`config.mk`:
```
export PLATFORM = sky130hd
export DESIGN_NAME = crc_xor_stream
export DESIGN_NICKNAME = d
export VERILOG_FILES = /design/src/rtl/crc_xor_stream.sv
export SDC_FILE = /design/constraint.sdc
export NUM_CORES = 1
export LEC_CHECK = 0
export ABC_AREA = 1
export BUFFER_PORTS_ARGS = -buffer_cell sky130_fd_sc_hd__clkbuf_2
export CORE_MARGIN = 2
export CORE_UTILIZATION = 50
export DETAILED_ROUTE_END_ITERATION = 8
export PLACE_DENSITY = 0.75
export SLEW_MARGIN = 20
export SYNTH_ARGS = -nofsm -noshare
export SYNTH_HDL_FRONTEND = slang
export SYNTH_SLANG_ARGS = --single-unit
```
`constraint.sdc`:
```
create_clock -name clk -period 1.64 [get_ports clk]
set_input_delay 0.328 -clock clk [delete_from_list [all_inputs] [get_ports clk]]
set_output_delay 0.328 -clock clk [all_outputs]
set_load 0.01 [all_outputs]
```
`src/rtl/crc_xor_stream.sv`:
```
// rtl/crc_xor_stream.sv - streaming CRC/parity engine with valid/ready beats
//
// Folds DATA_W-bit beats into a CRC_W-bit remainder using generator POLY
// (implicit top bit omitted), preset INIT, and final XOROUT. One checksum is
// produced per message, delimited by a start pulse and a beat with in_last.
// With CRC_W=1 and POLY=1 it reduces to a running parity of all input bits.
//
// Optional build macro: CRC_XOR_REFLECT_EN
//   defined   : beats are consumed LSB-first and the final remainder is
//               bit-reversed across CRC_W bits before XOROUT is applied.
//   undefined : beats are consumed MSB-first, no output reversal.
//
// Ports:
//   clk        rising-edge clock
//   rst        synchronous active-high reset
//   start      one-cycle pulse, begins (or restarts) a message
//   in_valid   source presents a beat
//   in_ready   engine accepts a beat (RUN and no start this cycle)
//   in_data    beat payload, DATA_W bits
//   in_last    marks the final beat of a message
//   out_valid  checksum available, held until out_ready
//   out_ready  sink takes the checksum
//   out_crc    final checksum, CRC_W bits

module crc_xor_stream #(
    parameter int               DATA_W = 8,
    parameter int               CRC_W  = 8,
    parameter logic [CRC_W-1:0] POLY   = 8'h07,
    parameter logic [CRC_W-1:0] INIT   = '0,
    parameter logic [CRC_W-1:0] XOROUT = '0
) (
    input  logic              clk,
    input  logic              rst,
    input  logic              start,
    input  logic              in_valid,
    output logic              in_ready,
    input  logic [DATA_W-1:0] in_data,
    input  logic              in_last,
    output logic              out_valid,
    input  logic              out_ready,
    output logic [CRC_W-1:0]  out_crc
);

    typedef enum logic [1:0] {
        IDLE = 2'd0,
        RUN  = 2'd1,
        DONE = 2'd2
    } state_t;

    state_t             state;
    state_t             state_next;
    logic [CRC_W-1:0]   crc_reg;
    logic [CRC_W-1:0]   crc_next;
    logic [CRC_W-1:0]   crc_step;
    logic [CRC_W-1:0]   out_crc_next;
    logic               out_valid_next;

    // Bit-serial division unrolled over the whole beat. The data word is
    // shifted rather than indexed so every select stays constant.
    function automatic logic [CRC_W-1:0] step(input logic [CRC_W-1:0] crc_in,
                                              input logic [DATA_W-1:0] data);
        logic [CRC_W-1:0]  c;
        logic [DATA_W-1:0] d;
        logic              fb;
        c = crc_in;
        d = data;
        for (int i = 0; i < DATA_W; i++) begin
`ifdef CRC_XOR_REFLECT_EN
            fb = c[CRC_W-1] ^ d[0];
            d  = d >> 1;
`else
            fb = c[CRC_W-1] ^ d[DATA_W-1];
            d  = d << 1;
`endif
            // For CRC_W=1 the shift leaves zero, so c becomes fb (POLY=1).
            c = c << 1;
            if (fb) begin
                c = c ^ POLY;
            end
        end
        return c;
    endfunction

    function automatic logic [CRC_W-1:0] finalize(input logic [CRC_W-1:0] crc_in);
`ifdef CRC_XOR_REFLECT_EN
        logic [CRC_W-1:0] c;
        logic [CRC_W-1:0] r;
        c = crc_in;
        r = '0;
        for (int i = 0; i < CRC_W; i++) begin
            r    = r << 1;
            r[0] = c[0];
            c    = c >> 1;
        end
        return r ^ XOROUT;
`else
        return crc_in ^ XOROUT;
`endif
    endfunction

    always_comb begin
        state_next     = state;
        crc_next       = crc_reg;
        out_crc_next   = out_crc;
        out_valid_next = out_valid;
        in_ready       = 1'b0;
        crc_step       = step(crc_reg, in_data);

        case (state)
            IDLE: begin
                if (start) begin
                    crc_next   = INIT;
                    state_next = RUN;
                end
            end
            RUN: begin
                // start wins over a beat offered in the same cycle: the
                // partial message is dropped and the beat is refused.
                in_ready = !start;
                if (start) begin
                    crc_next = INIT;
                end else if (in_valid) begin
                    crc_next = crc_step;
                    if (in_last) begin
                        out_crc_next   = finalize(crc_step);
                        out_valid_next = 1'b1;
                        state_next     = DONE;
                    end
                end
            end
            DONE: begin
                if (out_valid && out_ready) begin
                    out_valid_next = 1'b0;
                    state_next     = IDLE;
                end
            end
            default: begin
                state_next = IDLE;
            end
        endcase
    end

    always_ff @(posedge clk) begin
        if (rst) begin
            state     <= IDLE;
            crc_reg   <= INIT;
            out_valid <= 1'b0;
            out_crc   <= '0;
        end else begin
            state     <= state_next;
            crc_reg   <= crc_next;
            out_valid <= out_valid_next;
            out_crc   <= out_crc_next;
        end
    end

endmodule

```
==> run metrics, run 1 <==
status finished clean; routed wire length 1949 um; overall routing resource usage around 18%; LEAKAGE about 0.63 nW; sequential share of power 53.4%; Skew-Pair Late Insertion Delay slightly below 0.3 ns; fin worst setup slack about 0.20 ns; pin count of the biggest net entering global routing 19; critical path required time about 1.8 ns; number of vias per cell 4.636; pre-CTS setup slack 0.09752 ns; syn nets around 170; Residual DRC 0; worst path arrival time between 1.5 and 2 ns; CP delay by family, top simple AND/OR/NAND/NOR gates; gr ovfl total 0; crit path capture out_crc[2]; Root Buffer clkbuf_4; Routed Antenna Nets 0; post_cts resized 0; die area 2354 um^2; Crit Path Category flop to flop; net load switching power 0.0002682 W; Clock power frac 26.2%; Clock transition at path regs ~0.11 ns; # IOs 24; Seq/Total Area, Yosys 38.38%; Synth Area in Compound Gates 11.99%; fin. max-slew vios 0; die width 48.52 um; Setup violations, final 0; Final Hold Fails 0; FP Rows 16; antenna fix cells 0; Initial Util roughly half; initial antenna violation count 0; post-CTS setup buffer count 0; Internal 0.0006353 W; Tcrit/Tclk final 87.85%; CORE AREA 1922 um^2; crit end category flop; synth-to-layout area growth 18.31%; r2r endpoint out_crc[2]; min-delay worst type primary input to flop; share of layout cells above drive strength 1 between 20% and 30%; Final nets approximately 190; post-synthesis instance area 991.0 um^2; Num CTS Buffers 3; adder-cell share of the synthesized area 0%; vias in the first global route 840; commonest non-fill, non-tap cell in the layout nand2_1; CP most frequent cell nand2_1; Buffers on Ports 23; post-synth cell types 19; TNS Setup 0 ns; PwrDens 770.7 nW/um^2; DP Cell Count 202; worst path buffer plus inverter count 3; Setup crit start crc_reg[6]; crit start category flop; synth warn 0; post-synthesis mux area share 0%; Vias 955; Post-CTS Hold Fix Bufs 0; crit-path cells inv_1 -> nand2_1 -> nand2_1 -> nand2_1 -> nand2_2 -> nand2_1 -> nand2_2 -> inv_1 -> nand2_1 -> nand2_1 -> o21ai_0 -> inv_1; H-tree depth 1; R2R depth 12; placer congestion estimate between 0.8 and 0.9; Detailed Routing Iterations Pass 1 4; most frequent cells in the layout 51 x nand2_1, 23 x clkbuf_2, 19 x inv_1; worst vdd ir 466.1 uV; FF-to-FF setup slack 0.20 ns; fin crit period 1.441 ns; Max Fclk 694.1 MHz; Syn Inst Count ~150; CTS Sinks 19; Synth Area in XOR/XNOR 9.722%; clock skew between 0.004 and 0.005 ns; hpwl dp around 1600 um; simple logic cell fraction of the synthesized area 30.81%; CTS tree done; Crit. path cell count 12; first-pass GRT wire length 3456 um; fillers 210; Layout Cells excl Fill between 200 and 250; Synth Register Bits 19; largest family of logic cells by synthesized area simple AND/OR/NAND/NOR gates; Worst path max stage delay 0.35 ns; drt initial violations 20; slowest stage cell, crit path dfxtp_2; Avg WL per Cell 9.461 um; R2R Path Start crc_reg[6]; RSZ-0062 raised after global routing false; Slew headroom 75.91%; Die Ht 48.52 um; synthesized area per cell 6.477 um^2; Crit Path Max Fanout 4; Worst-Margin Slew 0.3613 ns; Max-cap violations 0; clock tree buffer depth 2; switching share of power 29.69%; combinational share of power 20.4%
## metrics by stage
stage	instance area [um^2]	hold slack (ns)	power (W)	util (%)
detailed placement	1140	0.4716	0.0006759	59.31
global route	1172	0.2336	0.0009542	61.00
floorplan	991.0	0.4362	0.0006178	-
finish	1172	0.2289	0.0009035	61.00
CTS	1167	0.2226	0.0009123	60.74
global placement	1140	0.4635	0.0006711	59.31
## worst min-delay path by stage
stage | cells past startpoint | end | slack [ns] | start
floorplan | 1 | out_valid | 0.44 | out_ready
global route | 2 | out_valid | 0.23 | out_ready
global placement | 2 | crc_reg[2] | 0.46 | crc_reg[2]
CTS | 2 | out_valid | 0.22 | out_ready
finish | 2 | out_valid | 0.23 | out_ready
detailed placement | 2 | crc_reg[1] | 0.47 | crc_reg[1]
## cells in the mapped netlist (all sizes together)
master / count / area, um^2
inv: 22 / 82.58
o21ai: 10 / 50.05
nand2b: 1 / 6.260
nand2: 54 / 212.7
a22oi: 1 / 7.510
a21oi: 11 / 55.05
a31oi: 1 / 6.260
clkbuf: 1 / 3.750
nor2: 17 / 66.32
xor2: 4 / 35.03
nand3: 4 / 20.02
buf: 1 / 3.750
xnor2: 7 / 61.31
dfxtp: 19 / 380.4
## power by group through the flow
stage	Clock, W	Combinational, W	Sequential (W)
global placement	0	0.000178	0.000493
detailed placement	0	0.000182	0.000493
finish	0.000237	0.000184	0.000483
CTS	0.000247	0.000183	0.000483
global route	0.000258	0.000211	0.000485
floorplan	0	0.000123	0.000495
## logic make-up (layout without fill, tap and decap cells)
group                     count (synthesis)  in the layout
and+or+nand+nor                          76             76
buffers and inverters                    24             50
AOI/OAI and AO/OA                        23             23
DFF                                      19             19
xor gates and xnor gates                 11             11
## final cells by class
class                      count  area (um^2)  area share (%)
multi-input combinational    110        523.0           44.61
inverter                      22        82.58           7.044
clock buffer                   3        22.52           1.921
sequential                    19        382.9           32.66
timing repair buffer          24        122.6           10.46
clock inverter                 1        5.005          0.4269
tap                           27        33.78           2.882
## routing by layer
layer	track usage [%]	wire, um
met1	23.48	936
met2	31.48	902
met3	2.778	100
met4	5.714	8
met5	0	0
Power figures use the tool's default switching activity.
==> inputs of run 2 (changes only) <==
BUFFER_PORTS_ARGS = -buffer_cell sky130_fd_sc_hd__buf_4   (was -buffer_cell sky130_fd_sc_hd__clkbuf_2)
==> run metrics, run 2 (synthesized netlist as in run 1, its figures left out) <==
Final nets approximately 190; Die Ht 48.52 um; Num CTS Buffers 3; Crit Path Category flop to flop; pin count of the biggest net entering global routing 19; Residual DRC 0; hpwl dp 1641 um; antenna fix cells 0; pre-CTS setup slack approximately 0.086 ns; CTS tree done; LEAKAGE about 0.64 nW; status finished clean; Worst-Margin Slew 0.2903 ns; worst path arrival time 1.63 ns; Final Hold Fails 0; RSZ-0062 raised after global routing true; fin. max-slew vios 0; clock tree buffer depth 2; R2R depth 12; Max Fclk 702.3 MHz; die area 2354 um^2; commonest non-fill, non-tap cell in the layout nand2_1; min-delay worst type primary input to flop; Root Buffer clkbuf_4; Detailed Routing Iterations Pass 1 4; Initial Util 51.56%; Post-CTS Hold Fix Bufs 0; worst vdd ir 380.8 uV; r2r endpoint out_crc[1]; met2 routed WL 1008 um; Skew-Pair Late Insertion Delay about 0.30 ns; first-pass GRT wire length 3705 um; vias in the first global route roughly 930; FF-to-FF setup slack 0.22 ns; H-tree depth 1; hold path cells 2; die width 48.52 um; routed wire length about 2100 um; CORE AREA ~1900 um^2; crit start category flop; crit end category flop; Slew headroom 80.51%; Max-cap violations 0; PwrDens 747.6 nW/um^2; critical path required time 1.85 ns; Worst Hold End out_valid; routed length on met1 944 um; clock skew 0.003083 ns; Buffers on Ports 23; HP Start out_ready; Clock transition at path regs approximately 0.11 ns; # IOs 24; share of layout cells above drive strength 1 20.67%; Avg WL per Cell 10.14 um; gr ovfl total 0; drt initial violations 22; initial antenna violation count 0; Vias 994; synth-to-layout area growth 24.24%; fin worst setup slack 0.2162 ns; Tcrit/Tclk final roughly 87%; fin crit period 1.424 ns; Routed Antenna Nets 0; metal3 WL 95 um; R2R Path Start crc_reg[6]; FP Rows 16; overall routing resource usage 19.72%; number of vias per cell a little under 5; Highest Signal Layer met4; CTS Sinks 19; Setup violations, final 0; most frequent cells in the layout 52 x nand2_1, 24 x buf_4, 19 x inv_1; Crit Path Max Fanout 4; placer congestion estimate roughly 0.8; Finished Core Util approximately 64%
[run 2: cell types whose count changed in the layout (fill, tap and decap cells not counted), sizes merged]
cell	delta
clkbuf	-23
buf	+23
[run 2: layout make-up]
cell class	instances	area, um^2
inverters	22	82.58
repair buffers	24	180.2
multi-input cells	110	524.3
clock inverters	1	5.005
clock buffers	3	22.52
well taps	27	33.78
fillers	197	690.7
flip-flops and latches	19	382.9
[run 2: report_power, final]
group          switching (W)  internal (W)  leakage [nW]
Combinational       0.000115     0.0000822         0.469
Clock               0.000150     0.0000910        0.0177
Sequential        0.00000843      0.000475         0.155
Total               0.000273      0.000648         0.642
[run 2: how the worst max path moves through the flow]
stage / endpoint / start / slack (ns) / cells after the start
after floorplan: out_crc[1] / state[1] / 0.39 / 11
after global placement: out_crc[1] / in_data[6] / 0.13 / 13
after detailed placement: out_crc[1] / in_data[6] / 0.09 / 13
after CTS: crc_reg[1] / crc_reg[6] / 0.19 / 12
after global routing: out_crc[1] / crc_reg[7] / -0.009 / 12
final: out_crc[1] / crc_reg[6] / 0.22 / 12
[run 2: routing by layer]
layer	global-route usage, %	vias up
li1	-	519
met4	8.571	0
met3	1.852	5
met5	0	-
met1	22.81	445
met2	36.81	25
[run 2: what timing repair did]
item | 4_1_cts | 5_1_grt
setup endpoints to repair | 0 | 3
buffers inserted | 0 | 0
gates resized for setup | 0 | 3
[run 2: critical path, cell delays in order (launching register included)]
cell,delay (ns)
dfxtp_2,0.35
inv_1,0.06
nand2_1,0.05
nand2_1,0.10
nand2_1,0.08
nand2_1,0.11
nand2_1,0.07
nand2_2,0.10
inv_1,0.07
nand2_1,0.06
nand2_1,0.08
o21ai_0,0.15
inv_1,0.05
[run 2: metrics by stage]
stage | instance area [um^2] | setup TNS, ns | hold slack (ns) | std cells | power (W)
after floorplan | 991.0 | 0 | 0.4362 | 153 | 0.0006178
after global placement | 1197 | 0 | 0.4646 | 202 | 0.0006839
after detailed placement | 1197 | 0 | 0.4679 | 202 | 0.0006901
after CTS | 1225 | 0 | 0.2017 | 206 | 0.0009305
after global routing | 1231 | -0.009288 | 0.2095 | 206 | 0.0009750
final | 1231 | 0 | 0.2107 | 206 | 0.0009204
==> inputs of run 3 (changes only) <==
GPL_TIMING_DRIVEN = 0   (was default)
SLEW_MARGIN = 25   (was 20)
==> run metrics, run 3 (synthesized netlist as in run 1, its figures left out) <==
drt initial violations 15; slowest stage cell, crit path a22oi_1; RSZ-0062 raised after global routing false; switching share of power 28.99%; initial antenna violation count 0; gr ovfl total 0; Crit. path cell count 6; Initial Util 51.56%; antenna fix cells 0; routed wire length 2022 um; net load switching power 0.0002647 W; status finished clean; Worst-Margin Slew approximately 0.65 ns; first-pass GRT wire length 3463 um; r2r endpoint crc_reg[5]; overall routing resource usage 18.70%; PnR Total Power approximately 0.00091 W; crit start category flop; Max-cap violations 0; Die Ht 48.52 um; CP delay by family, top compound AO/OA/AOI/OAI gates; Highest Signal Layer met4; pre-CTS setup slack approximately 0.14 ns; area of the multi-input gates 520.5 um^2; CP most frequent cell nand2_1; Avg WL per Cell between 9 and 10 um; Clock transition at path regs around 0.11 ns; met2 routed WL 968 um; FP Rows 16; hold_ws 0.2091 ns; commonest non-fill, non-tap cell in the layout nand2_1; Crit Path Max Fanout 8; Root Buffer clkbuf_4; TNS Setup 0 ns; PwrDens 750.6 nW/um^2; post-CTS setup buffer count 0; clock tree buffer depth 2; worst path arrival time 1.66 ns; routed length on met1 935 um; Max Fclk between 700 and 800 MHz; Detailed Routing Iterations Pass 1 4; critical path required time 1.87 ns; combinational share of power 21.0%; fin worst setup slack between 0.2 and 0.25 ns; Final nets 194; post_cts resized 0; Worst path max stage delay 0.50 ns; LEAKAGE 0.6309 nW; pin count of the biggest net entering global routing 11; CTS Sinks 19; Setup crit start state[1]; R2R Path Start state[1]; Final Hold Fails 0; most frequent cells in the layout 52 x nand2_1, 22 x buf_4, 19 x inv_1, 19 x dfxtp_1, 16 x nor2_1; Skew-Pair Late Insertion Delay 0.30 ns; Slew headroom 56.65%; worst path buffer plus inverter count 2; synth-to-layout area growth 22.73%; Vias 960; number of vias per cell 4.660; share of layout cells above drive strength 1 17.32%; FF-to-FF setup slack 0.21 ns; Buffers on Ports 22; crit-path cells inv_2 -> nand2_1 -> inv_1 -> a22oi_1 -> nand2_1 -> a21oi_1; crit end category flop; Tcrit/Tclk final 86.91%; fin crit period approximately 1.4 ns; Residual DRC 0; hpwl dp 1649 um; fillers 210; CTS tree done; CORE AREA 1922 um^2; crit path capture crc_reg[5]; Reg area between 300 and 400 um^2; placer congestion estimate 0.8612; worst vdd ir 474.0 uV; hold path cells 2; # IOs 24; Routed Antenna Nets 0; vias in the first global route 853; H-tree depth 1; clock skew between 0.006 and 0.007 ns; Num CTS Buffers 3; die area 2354 um^2; min-delay worst type primary input to flop; Internal about 0.00065 W; metal3 WL 85 um; sequential share of power approximately 53%; Crit Path Category flop to flop; Post-CTS Hold Fix Bufs 0; Setup violations, final 0; fin. max-slew vios 0; die width 48.52 um; R2R depth 6; Clock power frac 26.1%
-- run 3: area by class of cell --
| class | count | share of cell area, % |
|---|---|---|
| tap | 27 | 2.778 |
| timing repair buffer | 22 | 13.58 |
| sequential | 19 | 31.28 |
| inverter | 22 | 6.790 |
| clock buffer | 4 | 2.160 |
| multi-input combinational | 110 | 42.80 |
| buffer | 2 | 0.6173 |
-- run 3: power groups by stage --
stage | clock network (W) | logic, W | registers (W)
CTS | 0.000241 | 0.000193 | 0.000483
global route | 0.000261 | 0.000217 | 0.000485
detailed placement | 0 | 0.000192 | 0.000493
global placement | 0 | 0.000186 | 0.000493
finish | 0.000238 | 0.000192 | 0.000483
floorplan | 0 | 0.000123 | 0.000495
-- run 3: how the worst min path moves through the flow --
stage	endpoint	from	slack (ns)
finish	out_valid	out_ready	0.21
global route	out_valid	out_ready	0.21
CTS	out_valid	out_ready	0.21
detailed placement	crc_reg[4]	crc_reg[4]	0.47
global placement	out_valid	out_valid	0.47
floorplan	out_valid	out_ready	0.44
-- run 3: metal layers --
metal / vias to the layer above / GRT usage, %
met2: 22 / 30.79
met3: 4 / 3.086
met5: - / 0
li1: 519 / -
met4: 0 / 9.524
met1: 415 / 23.68
-- run 3: stage by stage --
stage               util, %  std cells  cell area (um^2)
global placement      61.91        202              1190
floorplan                 -        153             991.0
detailed placement    61.91        202              1190
global route          63.28        206              1216
finish                63.28        206              1216
CTS                   63.28        206              1216
-- run 3: worst register-to-register path, cell delays in order (launching register included) --
cell and delay [ns]:
dfxtp_1 0.37, inv_2 0.05, nand2_1 0.09, inv_1 0.06, a22oi_1 0.50, nand2_1 0.11, a21oi_1 0.18
